--- src/rtl/alu_pkg.sv ---
// Shared constants for the alu result stage: default data width,
// buffer state encoding and stored entry width.
package alu_pkg;

    localparam int BIT_DEFAULT = 32;
    localparam int ENTRY_W     = BIT_DEFAULT + 6;

    localparam logic [1:0] ST_EMPTY = 2'd0;
    localparam logic [1:0] ST_ONE   = 2'd1;
    localparam logic [1:0] ST_FULL  = 2'd2;

endpackage

--- src/rtl/alu_flag_gen.sv ---
// Combinational zero/negative flag derivation for an alu result word.
module alu_flag_gen #(
    parameter int BIT = 32
) (
    input  logic [BIT-1:0] i_y,
    output logic           o_z,
    output logic           o_n
);

    assign o_z = (i_y == '0);
    assign o_n = i_y[BIT-1];

endmodule

--- src/rtl/alu_result_stage.sv ---
// Registered alu output stage with two-entry skid buffer, flags and accept counter.
// Optional sticky carry (i_clr / o_sticky_c) is built when ALU_STICKY_C_EN is defined.
module alu_result_stage
    import alu_pkg::*;
#(
    parameter int BIT   = BIT_DEFAULT,
    parameter int CNT_W = 16
) (
    input  logic             i_clk,
    input  logic             i_rstn,
    input  logic             i_valid,
    output logic             o_ready,
    input  logic [BIT-1:0]   i_data_y,
    input  logic             i_data_c,
    input  logic [2:0]       i_func,
    output logic             o_valid,
    input  logic             i_ready,
    output logic [BIT-1:0]   o_data_y,
    output logic [2:0]       o_func,
    output logic             o_flag_c,
    output logic             o_flag_z,
    output logic             o_flag_n,
`ifdef ALU_STICKY_C_EN
    input  logic             i_clr,
    output logic             o_sticky_c,
`endif
    output logic [CNT_W-1:0] o_count
);

    localparam int EW = ENTRY_W - BIT_DEFAULT + BIT;

    logic [1:0]       state_q, state_d;
    logic [EW-1:0]    main_q, main_d;
    logic [EW-1:0]    skid_q, skid_d;
    logic [CNT_W-1:0] count_q, count_d;
    logic [EW-1:0]    entry_in;
    logic             z_in, n_in;
    logic             accept, deliver;

    // Flags are computed at capture so the stored entry is self-contained.
    alu_flag_gen #(.BIT(BIT)) u_flag_gen (
        .i_y (i_data_y),
        .o_z (z_in),
        .o_n (n_in)
    );

    assign entry_in = {i_func, i_data_c, z_in, n_in, i_data_y};

    assign o_ready = (state_q != ST_FULL);
    assign o_valid = (state_q == ST_ONE) || (state_q == ST_FULL);
    assign accept  = i_valid && o_ready;
    assign deliver = o_valid && i_ready;

    always_comb begin
        state_d = state_q;
        main_d  = main_q;
        skid_d  = skid_q;
        count_d = accept ? count_q + CNT_W'(1) : count_q;
        case (state_q)
            ST_EMPTY: begin
                if (accept) begin
                    main_d  = entry_in;
                    state_d = ST_ONE;
                end
            end
            ST_ONE: begin
                if (accept && deliver) begin
                    main_d = entry_in;
                end else if (accept) begin
                    skid_d  = entry_in;
                    state_d = ST_FULL;
                end else if (deliver) begin
                    state_d = ST_EMPTY;
                end
            end
            ST_FULL: begin
                if (deliver) begin
                    main_d  = skid_q;
                    state_d = ST_ONE;
                end
            end
            default: state_d = ST_EMPTY;
        endcase
    end

    always_ff @(posedge i_clk or negedge i_rstn) begin
        if (!i_rstn) begin
            state_q <= ST_EMPTY;
            main_q  <= '0;
            skid_q  <= '0;
            count_q <= '0;
        end else begin
            state_q <= state_d;
            main_q  <= main_d;
            skid_q  <= skid_d;
            count_q <= count_d;
        end
    end

    assign o_data_y = main_q[BIT-1:0];
    assign o_flag_n = main_q[BIT];
    assign o_flag_z = main_q[BIT+1];
    assign o_flag_c = main_q[BIT+2];
    assign o_func   = main_q[BIT+5:BIT+3];
    assign o_count  = count_q;

`ifdef ALU_STICKY_C_EN
    logic sticky_q, sticky_d;

    // A carry accept wins over a simultaneous clear.
    always_comb begin
        sticky_d = sticky_q;
        if (accept && i_data_c) begin
            sticky_d = 1'b1;
        end else if (i_clr) begin
            sticky_d = 1'b0;
        end
    end

    always_ff @(posedge i_clk or negedge i_rstn) begin
        if (!i_rstn) begin
            sticky_q <= 1'b0;
        end else begin
            sticky_q <= sticky_d;
        end
    end

    assign o_sticky_c = sticky_q;
`endif

endmodule

--- config.mk ---
export PLATFORM = sky130hd
export DESIGN_NAME = alu_result_stage
export DESIGN_NICKNAME = d
export VERILOG_FILES = /design/src/rtl/alu_pkg.sv /design/src/rtl/alu_flag_gen.sv /design/src/rtl/alu_result_stage.sv
export SDC_FILE = /design/constraint.sdc
export NUM_CORES = 1
export LEC_CHECK = 0
export CORE_MARGIN = 1
export CORE_UTILIZATION = 51
export DETAILED_ROUTE_END_ITERATION = 6
export PLACE_DENSITY = 0.77
export SLEW_MARGIN = 20
export SYNTH_ARGS = -nofsm -noshare
export SYNTH_HDL_FRONTEND = slang
export SYNTH_HIERARCHICAL = 1
export SYNTH_SLANG_ARGS = --single-unit
--- constraint.sdc ---
create_clock -name i_clk -period 2.6 [get_ports i_clk]
set_clock_uncertainty 0.1 [all_clocks]
set_input_delay 0.26 -clock i_clk [delete_from_list [all_inputs] [get_ports i_clk]]
set_output_delay 0.26 -clock i_clk [all_outputs]
set_load 0.03 [all_outputs]
==> results by group, run 1 <==
Worst setup path
  • Max stage delay cell, worst path: sky130_fd_sc_hd__clkdlybuf4s50_1
  • Flop-to-flop setup slack: 0.39 ns
  • Slowest cell delay on critical path: 0.59 ns
  • Crit path required time: 2.24 ns
  • Worst Setup SP: state_q[0]
  • CP Launch Type: register
  • Crit path capture type: primary output
  • Maximum fanout along the worst path: 35
  • Critical path cell sequence: inv_1 -> ha_4 -> buf_12 -> inv_1 -> clkdlybuf4s50_1
  • Most prevalent standard cell on the critical path: sky130_fd_sc_hd__inv_1
  • Worst reg2reg path startpoint: state_q[0]
  • Crit path kind: reg2out
  • Worst path arrival time: 2.08 ns

Yosys
  • Number of storage elements in the synthesis netlist: 94
  • Distinct cells, synth: 31
  • Number of flops mapped to enable cells by yosys: 0
  • Fraction of post-synthesis cell area in the top cell type by area: 53.9%
  • Dominant register cell in the synthesized netlist: sky130_fd_sc_hd__dfrtp_1
  • Post-synthesis net count: 350
  • Top post-synthesis cells by area: sky130_fd_sc_hd__dfrtp_1 54%, sky130_fd_sc_hd__mux2_2 24%, sky130_fd_sc_hd__mux2_4 6.9%, sky130_fd_sc_hd__xnor2_1 2.4%, sky130_fd_sc_hd__ha_1 1.4%
  • Seq/Total Area, Yosys: 53.9%
  • Cell types with the highest counts after synthesis: 94 x sky130_fd_sc_hd__dfrtp_1, 94 x sky130_fd_sc_hd__mux2_2, 20 x sky130_fd_sc_hd__mux2_4
  • Syn_area_per_cell: roughly 14 µm²
  • Yosys top cell by area: sky130_fd_sc_hd__dfrtp_1
  • Share of synthesized flip-flops with an asynchronous set or reset: 100%
  • Synth warn: 6
  • Synthesized instance count: between 300 and 400
  • Post-synthesis cell area: about 4400 µm²

Floorplan
  • Starting density of the core: 52.8%
  • Area of the die: 8930 µm²
  • DIE HEIGHT: ~94 µm
  • Io pins: 96
  • Die X-Extent: 94.5 µm
  • Standard-cell rows: 33
  • Floorplan core area: 8260 µm²

Worst hold path
  • Hold/Removal Path Class: in2async

Layout
  • Finished Core Util: approximately two thirds
  • Ant diodes: 0
  • Area growth from synthesis to layout: 29.4%
  • # nets final: 447
  • Storage element area: 2350 µm²
  • Layout cell share with drive strength beyond 1: between 30% and 40%
  • Fillers: 629
  • Layout Cell Area excl Fill: 5650 µm²
  • Multi-input gate area in the final layout: around 1900 µm²

STA
  • Number of failing setup endpoints in the final timing report: 0
  • Unrepaired setup endpoints after global routing: false
  • Final-report max-slew violation count: 0
  • Number of hold-slack violations in the final timing report: 0
  • Worst relative slew slack: 69.1%
  • Max Fclk: between 400 and 500 MHz
  • Period utilization: 94.0%
  • Final min period: 2.44 ns
  • Post-route setup TNS: 0 ns
  • Transition time at the pin with the least slew margin: 0.459 ns

Pwr
  • Peak supply drop: 0.726 mV
  • Final Power: 7140 µW
  • Cell Int Power: 4520 µW
  • LEAKAGE: 0.00238 µW
  • Sw frac: 36.7%
  • Relative contribution of combinational cells to total power: between 50% and 60%
  • Net load switching power: 2620 µW
  • Part of the power in registers: 35.5%
  • Part of the power in the clock network: 13.8%
  • Areal power density over the cells: 1270 nW/µm²

Place
  • Placement Cell Area: about 5400 µm²
  • Global placer's final weighted congestion: 0.785
  • Total of buffers placed on input and output ports: 95
  • Placed wire-length estimate after detailed placement: 5770 µm

Route
  • Number of remaining DRC errors: 0
  • Detail Route Antenna Nets: 0
  • Total length of routed wires: ~8400 µm
  • Vias per cell: 5.41
  • Detailed-route via count: 2771
  • Routed wirelength normalized by instance count: roughly 16 µm
  • Detailed router's first-iteration violation count: 74
  • TritonRoute pass-1 iters: 4

CTS
  • Clock tree from TritonCTS: yes
  • Cell chosen for the clock root: sky130_fd_sc_hd__clkbuf_8
  • Worst-case clock buffer depth: 2
  • Number of setup buffers added after CTS: 0
  • Inserted Clock Buffers: 9
  • Clock latency on the worst-skew pair: 0.35 ns
  • CTS sink cnt: 94
  • Clock-pin slew on the worst setup and hold paths: 0.10 ns
  • Count of H-tree levels built during CTS: 3

GRT
  • Number of antenna violations at the first check in global routing: 0
  • Via count of the first global-routing pass: 2832
  • Total GRT Usage: 20.2%
  • Global-route wire length before repair: ~14000 µm
  • Largest net degree at the start of global routing: 60
  • Total grt overflow: 0

Outcome
  • Run status: completed

Job
  • Maxcap violations: 0
path summary, 6_finish.rpt:
check / cells after the start / to
hold reg to reg: 1 / o_count[14]
setup reg to reg: 7 / main_q[33]
max in group asynchronous: 3 / skid_q[2]
hold / removal: 2 / main_q[22]
min in group i_clk: 1 / o_count[14]
setup / recovery: 5 / o_ready
placed cells by master (no fill, tap or decap), types with 2 or more instances in the layout:
master / Yosys / final
sky130_fd_sc_hd__inv_6: 0 / 4
sky130_fd_sc_hd__ha_1: 5 / 4
sky130_fd_sc_hd__nor2b_1: 2 / 2
sky130_fd_sc_hd__clkdlybuf4s50_1: 0 / 94
sky130_fd_sc_hd__o22ai_1: 2 / 2
sky130_fd_sc_hd__nand3_1: 6 / 4
sky130_fd_sc_hd__nand2_1: 12 / 12
sky130_fd_sc_hd__mux2_4: 20 / 20
sky130_fd_sc_hd__xnor2_1: 12 / 12
sky130_fd_sc_hd__dfrtp_1: 94 / 94
sky130_fd_sc_hd__buf_12: 0 / 3
sky130_fd_sc_hd__nand3_2: 0 / 2
sky130_fd_sc_hd__xor2_1: 4 / 4
sky130_fd_sc_hd__nor3_1: 3 / 3
sky130_fd_sc_hd__inv_1: 5 / 5
sky130_fd_sc_hd__clkbuf_8: 0 / 9
sky130_fd_sc_hd__nor4_1: 7 / 7
sky130_fd_sc_hd__buf_4: 2 / 3
sky130_fd_sc_hd__mux2_2: 94 / 94
sky130_fd_sc_hd__nand4_1: 7 / 7
sky130_fd_sc_hd__nor2_1: 5 / 5
timing repair:
item,in CTS,in global routing
setup endpoints to repair,0,1
hold buffers,1,0
gates resized for setup,0,1
endpoints found under the hold margin,35,0
kinds of logic (layout without fill, tap and decap cells):
kind of cell    Yosys count  count (layout)  synth area share (%)
flops                    94              94                  53.9
xor+xnor                 16              16                  3.21
buf+inv                  20             122                  2.87
compound gates            8               8                  1.38
fa+ha+maj                 5               5                  1.43
mux                     114             114                  31.1
simple gates             48              48                  6.05
registers in the layout, indices dropped and copies added, names as in the netlist:
name     count
o_count     16
skid_q      38
state_q      2
main_q      38
power by group through the flow:
stage          Sequential (µW)  Clock, µW  Combinational, µW
6_report                  2540        987               3620
5_1_grt                   2610       1070               3860
4_1_cts                   2530       1010               3650
3_5_place_dp              2550          0               3630
3_3_place_gp              2520          0               3570
2_1_floorplan             3150          0               1880
metrics by stage:
| stage | worst slack (ns) | hold slack, ns | instances |
|---|---|---|---|
| floorplan | 0.468 | -0.136 | 305 |
| global placement | 0.402 | 0.146 | 495 |
| detailed placement | 0.355 | 0.148 | 495 |
| CTS | 0.0616 | 0.332 | 512 |
| global route | 0.0569 | 0.354 | 512 |
| finish | 0.156 | 0.320 | 512 |
layer usage:
layer  vias to the layer above  global-route usage, %  part of all wire [%]
met1                      1406                   27.5                    46
met4                         0                   6.19                   1.2
met3                        10                   3.78                   4.4
met5                         -                      0                     0
li1                       1290                      -                     -
met2                        65                   33.0                    48
area by class of cell:
cell class | instances | share of cell area [%]
inverters | 5 | 0.332
clock inverters | 7 | 1.37
flip-flops and latches | 94 | 41.7
well taps | 105 | 2.33
repair buffers | 101 | 18.3
multi-input cells | 191 | 33.8
clock buffers | 9 | 2.19
critical path: cells and delay by family, from the launching register on:
| kind | cells | cell delay [ns] |
|---|---|---|
| fa+ha+maj | 1 | 0.24 |
| flops | 1 | 0.43 |
| buf+inv | 4 | 1.03 |
No activity file was read; power rests on OpenSTA's default activity.
==> run 2: changes to the inputs <==
CORE_MARGIN = unset   (was 1)
==> results of run 2 <==
Same layout as run 1: the final DEF is identical, and so are final timing and power.
